**src/rtl/conv3x3_stream_pkg.sv**
```systemverilog
// Shared constants, types and arithmetic helpers for the 3x3 streaming convolution engine.
package conv_pkg;

  localparam int unsigned K           = 3;
  localparam int unsigned NUM_TAPS    = K * K;
  localparam int unsigned COEF_ADDR_W = 4;
  localparam int unsigned TAP_CENTER  = 4;
  localparam logic [COEF_ADDR_W-1:0] LAST_TAP = COEF_ADDR_W'(NUM_TAPS - 1);

  typedef enum logic {
    FR_IDLE,
    FR_BUSY
  } frame_state_e;

  // Wide enough that nine full-scale products cannot overflow.
  function automatic int unsigned acc_w(input int unsigned data_w, input int unsigned coef_w);
    return data_w + coef_w + 5;
  endfunction

  function automatic logic signed [63:0] saturate(input logic signed [63:0] acc,
                                                  input int unsigned     out_w);
    logic signed [63:0] hi;
    logic signed [63:0] lo;
    hi = (64'sd1 <<< (out_w - 1)) - 64'sd1;
    lo = -hi - 64'sd1;
    if (acc > hi) return hi;
    if (acc < lo) return lo;
    return acc;
  endfunction

endpackage

```
**src/rtl/conv3x3_stream_if.sv**
```systemverilog
// Pixel, coefficient and result signals of the convolution engine.
interface conv3x3_stream_if #(
  parameter int unsigned DATA_W = 8,
  parameter int unsigned COEF_W = 8,
  parameter int unsigned OUT_W  = 16
);
  logic                     in_valid;
  logic [DATA_W-1:0]        in_data;
  logic                     coef_we;
  logic [3:0]               coef_addr;
  logic signed [COEF_W-1:0] coef_data;
  logic                     out_valid;
  logic signed [OUT_W-1:0]  out_data;
  logic                     frame_done;
  logic                     busy;

  modport master (
    output in_valid, in_data, coef_we, coef_addr, coef_data,
    input  out_valid, out_data, frame_done, busy
  );

  modport slave (
    input  in_valid, in_data, coef_we, coef_addr, coef_data,
    output out_valid, out_data, frame_done, busy
  );
endinterface

```
**src/rtl/conv3x3_stream_line_buffer.sv**
```systemverilog
// Enabled shift register delaying a pixel stream by DEPTH accepted samples.
module line_buffer #(
  parameter int unsigned DEPTH = 5,
  parameter int unsigned WIDTH = 8
) (
  input  logic             clk,
  input  logic             reset,
  input  logic             en_i,
  input  logic [WIDTH-1:0] d_i,
  output logic [WIDTH-1:0] q_o
);
  logic [WIDTH-1:0] mem_q [DEPTH];

  always_ff @(posedge clk or posedge reset) begin
    if (reset) begin
      for (int unsigned i = 0; i < DEPTH; i++) mem_q[i] <= '0;
    end else if (en_i) begin
      mem_q[0] <= d_i;
      for (int unsigned i = 1; i < DEPTH; i++) mem_q[i] <= mem_q[i-1];
    end
  end

  assign q_o = mem_q[DEPTH-1];
endmodule

```
**src/rtl/conv3x3_stream.sv**
```systemverilog
// Streaming valid-mode 3x3 convolution with double-buffered runtime kernel and
// registered, shifted and saturated output.
module conv3x3_stream
  import conv_pkg::*;
#(
  parameter int unsigned IMG_W  = 5,
  parameter int unsigned IMG_H  = 5,
  parameter int unsigned DATA_W = 8,
  parameter int unsigned COEF_W = 8,
  parameter int unsigned OUT_W  = 16,
  parameter int unsigned SHIFT  = 0
) (
  input logic             clk,
  input logic             reset,
  conv3x3_stream_if.slave bus
);
  localparam int unsigned ACC_W = acc_w(DATA_W, COEF_W);
  localparam int unsigned CW    = $clog2(IMG_W);
  localparam int unsigned RW    = $clog2(IMG_H);
  localparam logic [CW-1:0] COL_LAST = CW'(IMG_W - 1);
  localparam logic [RW-1:0] ROW_LAST = RW'(IMG_H - 1);
  localparam logic [CW-1:0] COL_MIN  = CW'(K - 1);
  localparam logic [RW-1:0] ROW_MIN  = RW'(K - 1);

  logic [CW-1:0] col_q, col_d;
  logic [RW-1:0] row_q, row_d;
  frame_state_e  state_q, state_d;
  logic          accept, first_px, last_px, interior;

  logic [DATA_W-1:0]        lb1_out, lb0_out;
  logic [DATA_W-1:0]        win_q [K][K-1];
  logic [DATA_W-1:0]        tap   [K][K];
  logic signed [COEF_W-1:0] shadow_q [NUM_TAPS];
  logic signed [COEF_W-1:0] active_q [NUM_TAPS];
  logic signed [ACC_W-1:0]  acc, px_ext, cf_ext, acc_sh;
  logic signed [63:0]       sat;

  logic                    out_valid_q, frame_done_q;
  logic signed [OUT_W-1:0] out_data_q;

  assign accept   = bus.in_valid;
  assign first_px = (row_q == '0) && (col_q == '0);
  assign last_px  = (row_q == ROW_LAST) && (col_q == COL_LAST);
  assign interior = (row_q >= ROW_MIN) && (col_q >= COL_MIN);

  always_comb begin
    col_d   = col_q;
    row_d   = row_q;
    state_d = state_q;
    if (accept) begin
      if (col_q == COL_LAST) begin
        col_d = '0;
        row_d = (row_q == ROW_LAST) ? '0 : row_q + 1'b1;
      end else begin
        col_d = col_q + 1'b1;
      end
      if (first_px)     state_d = FR_BUSY;
      else if (last_px) state_d = FR_IDLE;
    end
  end

  always_ff @(posedge clk or posedge reset) begin
    if (reset) begin
      col_q   <= '0;
      row_q   <= '0;
      state_q <= FR_IDLE;
    end else begin
      col_q   <= col_d;
      row_q   <= row_d;
      state_q <= state_d;
    end
  end

  line_buffer #(.DEPTH(IMG_W), .WIDTH(DATA_W)) u_lb1 (
    .clk(clk), .reset(reset), .en_i(accept), .d_i(bus.in_data), .q_o(lb1_out)
  );
  line_buffer #(.DEPTH(IMG_W), .WIDTH(DATA_W)) u_lb0 (
    .clk(clk), .reset(reset), .en_i(accept), .d_i(lb1_out), .q_o(lb0_out)
  );

  // Only the two older window columns are registered; the newest column is the
  // live line-buffer outputs plus the incoming pixel, giving single-cycle latency.
  always_comb begin
    for (int unsigned i = 0; i < K; i++) begin
      tap[i][0] = win_q[i][0];
      tap[i][1] = win_q[i][1];
    end
    tap[0][2] = lb0_out;
    tap[1][2] = lb1_out;
    tap[2][2] = bus.in_data;
  end

  always_ff @(posedge clk or posedge reset) begin
    if (reset) begin
      for (int unsigned i = 0; i < K; i++) begin
        win_q[i][0] <= '0;
        win_q[i][1] <= '0;
      end
    end else if (accept) begin
      for (int unsigned i = 0; i < K; i++) begin
        win_q[i][0] <= win_q[i][1];
        win_q[i][1] <= tap[i][2];
      end
    end
  end

  // The active bank copies the pre-write shadow, so a write coincident with (0,0)
  // lands in shadow only and first takes effect one frame later.
  always_ff @(posedge clk or posedge reset) begin
    if (reset) begin
      for (int unsigned k = 0; k < NUM_TAPS; k++) begin
        shadow_q[k] <= (k == TAP_CENTER) ? COEF_W'(1) : '0;
        active_q[k] <= (k == TAP_CENTER) ? COEF_W'(1) : '0;
      end
    end else begin
      if (bus.coef_we && (bus.coef_addr <= LAST_TAP)) shadow_q[bus.coef_addr] <= bus.coef_data;
      if (accept && first_px) begin
        for (int unsigned k = 0; k < NUM_TAPS; k++) active_q[k] <= shadow_q[k];
      end
    end
  end

  always_comb begin
    acc    = '0;
    px_ext = '0;
    cf_ext = '0;
    for (int unsigned i = 0; i < K; i++) begin
      for (int unsigned j = 0; j < K; j++) begin
        px_ext = {{(ACC_W-DATA_W){1'b0}}, tap[i][j]};
        cf_ext = {{(ACC_W-COEF_W){active_q[K*i+j][COEF_W-1]}}, active_q[K*i+j]};
        acc    = acc + px_ext * cf_ext;
      end
    end
    acc_sh = acc >>> SHIFT;
    sat    = saturate(64'(acc_sh), OUT_W);
  end

  always_ff @(posedge clk or posedge reset) begin
    if (reset) begin
      out_valid_q  <= 1'b0;
      out_data_q   <= '0;
      frame_done_q <= 1'b0;
    end else begin
      out_valid_q  <= accept && interior;
      frame_done_q <= accept && last_px;
      if (accept && interior) out_data_q <= sat[OUT_W-1:0];
    end
  end

  assign bus.out_valid  = out_valid_q;
  assign bus.out_data   = out_data_q;
  assign bus.frame_done = frame_done_q;
  assign bus.busy       = (state_q == FR_BUSY);
endmodule
```
**src/flat_wrapper.sv**
```systemverilog
// flat-port wrapper written by rule: the top's interface ports become plain ports
module conv3x3_stream_flat import conv_pkg::*;
#(
  parameter int unsigned IMG_W  = 5,
  parameter int unsigned IMG_H  = 5,
  parameter int unsigned DATA_W = 8,
  parameter int unsigned COEF_W = 8,
  parameter int unsigned OUT_W  = 16,
  parameter int unsigned SHIFT  = 0
)
  (clk, reset, bus_in_valid, bus_in_data, bus_coef_we, bus_coef_addr, bus_coef_data, bus_out_valid, bus_out_data, bus_frame_done, bus_busy);
  conv3x3_stream_if #(.DATA_W(DATA_W), .COEF_W(COEF_W), .OUT_W(OUT_W)) bus_i ();
  input logic clk;
  input logic reset;
  input wire logic [$bits(bus_i.in_valid)-1:0] bus_in_valid;
  input wire logic [$bits(bus_i.in_data)-1:0] bus_in_data;
  input wire logic [$bits(bus_i.coef_we)-1:0] bus_coef_we;
  input wire logic [$bits(bus_i.coef_addr)-1:0] bus_coef_addr;
  input wire logic [$bits(bus_i.coef_data)-1:0] bus_coef_data;
  output wire logic [$bits(bus_i.out_valid)-1:0] bus_out_valid;
  output wire logic [$bits(bus_i.out_data)-1:0] bus_out_data;
  output wire logic [$bits(bus_i.frame_done)-1:0] bus_frame_done;
  output wire logic [$bits(bus_i.busy)-1:0] bus_busy;
  assign bus_i.in_valid = bus_in_valid;
  assign bus_i.in_data = bus_in_data;
  assign bus_i.coef_we = bus_coef_we;
  assign bus_i.coef_addr = bus_coef_addr;
  assign bus_i.coef_data = bus_coef_data;
  assign bus_out_valid = bus_i.out_valid;
  assign bus_out_data = bus_i.out_data;
  assign bus_frame_done = bus_i.frame_done;
  assign bus_busy = bus_i.busy;
  conv3x3_stream #(.IMG_W(IMG_W), .IMG_H(IMG_H), .DATA_W(DATA_W), .COEF_W(COEF_W), .OUT_W(OUT_W), .SHIFT(SHIFT)) u_core (.clk(clk), .reset(reset), .bus(bus_i));
endmodule
```
**config.mk**
```make
export PLATFORM = sky130hd
export DESIGN_NAME = conv3x3_stream_flat
export DESIGN_NICKNAME = d
export VERILOG_FILES = /design/src/rtl/conv3x3_stream_pkg.sv /design/src/rtl/conv3x3_stream_if.sv /design/src/rtl/conv3x3_stream_line_buffer.sv /design/src/rtl/conv3x3_stream.sv /design/src/flat_wrapper.sv
export SDC_FILE = /design/constraint.sdc
export NUM_CORES = 2
export LEC_CHECK = 0
export CORE_UTILIZATION = 44
export CTS_CLUSTER_DIAMETER = 100
export DETAILED_ROUTE_END_ITERATION = 10
export GPL_ROUTABILITY_DRIVEN = 0
export SLEW_MARGIN = 20
export SYNTH_ARGS = -nofsm -noshare
export SYNTH_HDL_FRONTEND = slang
export SYNTH_HIERARCHICAL = 1
export SYNTH_SLANG_ARGS = --single-unit
```
**constraint.sdc**
```tcl
create_clock -name clk -period 15.3 [get_ports clk]
set_clock_uncertainty 0.2 [all_clocks]
set_input_delay 2.295 -clock clk [delete_from_list [all_inputs] [get_ports clk]]
set_output_delay 2.295 -clock clk [all_outputs]
set_load 0.05 [all_outputs]
```
==> impl_summary.log <==
[metrics] Overall Global Routing Usage: 23.62%
[metrics] first-pass GRT wire length: 136300 µm
[metrics] maximum number of pins on one net before global-route repair: 86
[metrics] PostCTS Resize Cnt: 0
[metrics] mean instance size in the synthesized netlist: 11.03 µm²
[metrics] clock transition at the register clock pins on the worst setup and hold paths after CTS: 60 ps
[metrics] Initial Util: 44.55%
[metrics] post-synth net total: 3910
[metrics] Top-Level Pins: 43
[metrics] overall via count from detail_route: 20522
[metrics] RSZ-0062 raised after global routing: no
[metrics] Hold Crit Class: flip-flop to flip-flop
[metrics] Placeable Area: 0.07457 mm²
[metrics] aggregate global routing overflow: 0
[metrics] critical path class: primary input to flip-flop
[metrics] count of flip-flops with a built-in enable after synthesis: 0
[metrics] post-CTS setup buffer count: 0
[metrics] final total negative setup slack: 0 ps
[metrics] vias in the first global route: 22747
[metrics] top flip-flop cell by instance count after synthesis: sky130_fd_sc_hd__dfrtp_1
[metrics] FFs w/ async S/R, synth: 100.0%
[metrics] number of distinct library cell variants in the gate-level netlist after synthesis: 49
[metrics] Critical Path Most Common Cell: sky130_fd_sc_hd__fa_1
[metrics] status: completed
[metrics] kind of start point of the critical path: primary input
[metrics] average vias per placed instance: 5.097
[metrics] Clock Latency Late Sink: 580 ps
[metrics] total area of sequential cells: 0.007435 mm²
[metrics] category of the worst setup path capture point: flip-flop
[metrics] total area of multi-input combinational cells: 0.02257 mm²
[metrics] number of CTS-inserted buffers: 38
[metrics] final count of hold timing violations: 0
[metrics] H-tree levels: 2
[metrics] filler instances: 6813
[metrics] number of search-and-repair iterations in the first detailed-routing pass: 5
[metrics] Die Span Y: 276.8 µm
[metrics] Sink Count: 297
[metrics] maximum count of clock buffers along a single path: 3
[metrics] Detail Placement HPWL: 70350 µm
[metrics] max-cap violations: 0
[metrics] buffers and inverters on the worst path: 6
[metrics] worst slew pin tran: 1035 ps
[metrics] Post-Syn Area: 0.03322 mm²
[metrics] headroom to the max-slew limit: 31.03%
[metrics] number of slew-limit violations in the final report: 0
[metrics] antenna violations before repair: 7
[metrics] final critical path time including I/O delays and setup: 11050 ps
[metrics] root cell of the clock tree: sky130_fd_sc_hd__clkbuf_16
[metrics] number of I/O port buffers: 42
[metrics] slowest cell delay on critical path: 830 ps
[metrics] clock tree from TritonCTS: yes
[metrics] Die Area: 0.07660 mm²
[metrics] data arrival at the endpoint of the critical path: 11360 ps
[metrics] register bit total from synthesis: 297
[metrics] die boundary width: 276.8 µm
[metrics] post-route ant nets: 0
[metrics] number of core rows: 100
[metrics] routed len/inst: 21.37 µm
[metrics] instance count of the mapped netlist: 3011
[metrics] CP delay by family, top: adder cells
[metrics] count of nets after finishing: 3924
[metrics] number of buffers added to fix hold violations after cts: 0
[metrics] fraction of final layout cells with drive strength greater than 1: 12.02%
[metrics] CP max-delay cell: sky130_fd_sc_hd__o32ai_2
[metrics] largest fanout on the critical path: 15
[metrics] synthesis-to-layout area growth: 8.105%
[metrics] WP data required: 15610 ps
[metrics] Initial DRC Count: 1305
[metrics] hold_ws: 266.7 ps
[metrics] Synth warnings: 6
[metrics] final clock period utilization by the worst path: 72.21%
[metrics] max frequency: 90.52 MHz
[metrics] total of endpoints with negative setup slack in the final report: 0
[metrics] Post-route DRC: 0
[metrics] part of the Yosys area used for sequential elements: 22.38%
[metrics] wirelength, routed: 86030 µm
-- Yosys cell counts, types with 2 or more instances --
cell type	n	area share, %
sky130_fd_sc_hd__a21oi_1	17	0.26
sky130_fd_sc_hd__mux2_2	268	9.1
sky130_fd_sc_hd__nand2_1	186	2.1
sky130_fd_sc_hd__nor2b_1	29	0.55
sky130_fd_sc_hd__and2_1	335	6.3
sky130_fd_sc_hd__dfstp_2	2	0.16
sky130_fd_sc_hd__xnor2_1	16	0.42
sky130_fd_sc_hd__nand2b_1	23	0.43
sky130_fd_sc_hd__clkbuf_1	59	0.67
sky130_fd_sc_hd__a221o_1	16	0.48
sky130_fd_sc_hd__a211oi_2	2	0.075
sky130_fd_sc_hd__nand4_1	2	0.038
sky130_fd_sc_hd__a22o_1	2	0.053
sky130_fd_sc_hd__xor2_1	9	0.24
sky130_fd_sc_hd__or3_1	2	0.038
sky130_fd_sc_hd__o21ai_0	16	0.24
sky130_fd_sc_hd__nor3b_1	4	0.090
sky130_fd_sc_hd__fa_1	574	35
sky130_fd_sc_hd__buf_6	9	0.31
sky130_fd_sc_hd__and3_1	3	0.057
sky130_fd_sc_hd__dfrtp_1	295	22
sky130_fd_sc_hd__nor2_1	36	0.41
sky130_fd_sc_hd__ha_1	301	11
sky130_fd_sc_hd__nand3b_1	3	0.068
sky130_fd_sc_hd__nand3_1	4	0.060
sky130_fd_sc_hd__nor3_1	7	0.11
sky130_fd_sc_hd__a21o_1	7	0.16
sky130_fd_sc_hd__o211ai_1	6	0.14
sky130_fd_sc_hd__inv_1	742	8.4
sky130_fd_sc_hd__buf_4	16	0.36
sky130_fd_sc_hd__a31oi_1	2	0.038
-- logic make-up (layout without fill, tap and decap cells) --
logic type / after synthesis / in the layout / synth area share, %
XOR/XNOR: 26 / 26 / 0.7081
AO/OA/AOI/OAI: 78 / 78 / 1.793
other: 0 / 5 / 0
buffers and inverters: 829 / 870 / 9.755
flip-flops: 297 / 297 / 22.38
AND/OR/NAND/NOR: 637 / 637 / 10.32
multiplexers: 269 / 269 / 9.115
adder cells (fa/ha/maj): 875 / 875 / 45.93
-- sequential cells by signal, summed over array words and instances, names as in the netlist --
name	count
u_core/tap	48
u_core/shadow_q	72
u_core/bus.frame_done	1
u_core/bus.out_data	16
u_core/u_lb1/q_o	8
u_core/row_q	3
u_core/active_q	72
u_core/u_lb0/q_o	8
u_core/u_lb1/mem_q	32
u_core/bus.busy	1
u_core/col_q	3
u_core/bus.out_valid	1
u_core/u_lb0/mem_q	32
-- layer usage --
metal	vias to the layer above	wire, µm	track usage, %
met5	-	0	0
met4	0	2430	6.481
met3	112	4022	2.793
met2	516	40650	38.51
met1	10825	38930	33.37
li1	9069	-	-
-- through the flow --
step,utilization (%),worst slack (ps),instance area (µm²),cells
CTS,48.09,4349,35860,4020
detailed placement,46.34,3745,34560,3953
global route,48.15,3907,35910,4024
finish,48.16,4252,35910,4026
floorplan,-,5000,33220,3011
global placement,46.33,3839,34550,3953
-- area by class of cell --
class | count | share of cell area [%]
clock inverter | 20 | 0.7316
timing repair buffer | 60 | 1.606
antenna | 5 | 0.03484
multi-input combinational | 1885 | 62.85
tap | 969 | 3.376
inverter | 743 | 7.787
sequential | 297 | 20.70
clock buffer | 47 | 2.909
-- worst paths after layout --
path	startpoint	to	slack, ps	cells after the start
min in group asynchronous	reset	u_core/tap[21]	2190	2
max in group asynchronous	reset	u_core/active_q[4]	11470	3
setup reg to reg	u_core/active_q[31]	u_core/bus.out_data[5]	5660	27
hold / removal	u_core/shadow_q[31]	u_core/active_q[31]	270	2
hold reg to reg	u_core/shadow_q[31]	u_core/active_q[31]	270	2
setup / recovery	bus_in_data[3]	u_core/bus.out_data[5]	4250	25
-- cell usage in the layout, fill, tap and decap left out, types with 9 or more instances in the layout --
| master | synthesis | routed |
|---|---|---|
| sky130_fd_sc_hd__nand2_1 | 186 | 186 |
| sky130_fd_sc_hd__buf_4 | 16 | 17 |
| sky130_fd_sc_hd__and2_1 | 335 | 335 |
| sky130_fd_sc_hd__nor2_1 | 36 | 35 |
| sky130_fd_sc_hd__clkdlybuf4s50_1 | 0 | 41 |
| sky130_fd_sc_hd__xnor2_1 | 16 | 16 |
| sky130_fd_sc_hd__a21oi_1 | 17 | 17 |
| sky130_fd_sc_hd__nor2b_1 | 29 | 29 |
| sky130_fd_sc_hd__fa_1 | 574 | 574 |
| sky130_fd_sc_hd__nand2b_1 | 23 | 23 |
| sky130_fd_sc_hd__mux2_2 | 268 | 268 |
| sky130_fd_sc_hd__dfrtp_1 | 295 | 295 |
| sky130_fd_sc_hd__ha_1 | 301 | 301 |
| sky130_fd_sc_hd__a221o_1 | 16 | 16 |
| sky130_fd_sc_hd__inv_1 | 742 | 741 |
| sky130_fd_sc_hd__o21ai_0 | 16 | 16 |
| sky130_fd_sc_hd__clkbuf_16 | 0 | 38 |
| sky130_fd_sc_hd__xor2_1 | 9 | 9 |
-- worst reg2reg max path: stages (launching register included) --
cell and delay, ps:
sky130_fd_sc_hd__dfrtp_1 550, sky130_fd_sc_hd__inv_1 420, sky130_fd_sc_hd__nor2_1 180, sky130_fd_sc_hd__fa_1 560
sky130_fd_sc_hd__inv_1 60, sky130_fd_sc_hd__fa_1 530, sky130_fd_sc_hd__inv_1 50, sky130_fd_sc_hd__fa_1 470
sky130_fd_sc_hd__inv_1 90, sky130_fd_sc_hd__fa_1 550, sky130_fd_sc_hd__inv_1 60, sky130_fd_sc_hd__fa_1 450
sky130_fd_sc_hd__fa_1 510, sky130_fd_sc_hd__fa_1 630, sky130_fd_sc_hd__inv_1 70, sky130_fd_sc_hd__fa_1 450
sky130_fd_sc_hd__fa_1 490, sky130_fd_sc_hd__inv_1 50, sky130_fd_sc_hd__fa_1 430, sky130_fd_sc_hd__ha_1 360
sky130_fd_sc_hd__nor3_1 230, sky130_fd_sc_hd__nor2_1 90, sky130_fd_sc_hd__a221o_1 400, sky130_fd_sc_hd__a31oi_4 300
sky130_fd_sc_hd__xnor2_1 150, sky130_fd_sc_hd__nand4_1 120, sky130_fd_sc_hd__o32ai_2 830, sky130_fd_sc_hd__a221o_1 290
Power is not shown: default switching activity piles up to over one toggle a cycle in this logic, so the estimate is an artifact.
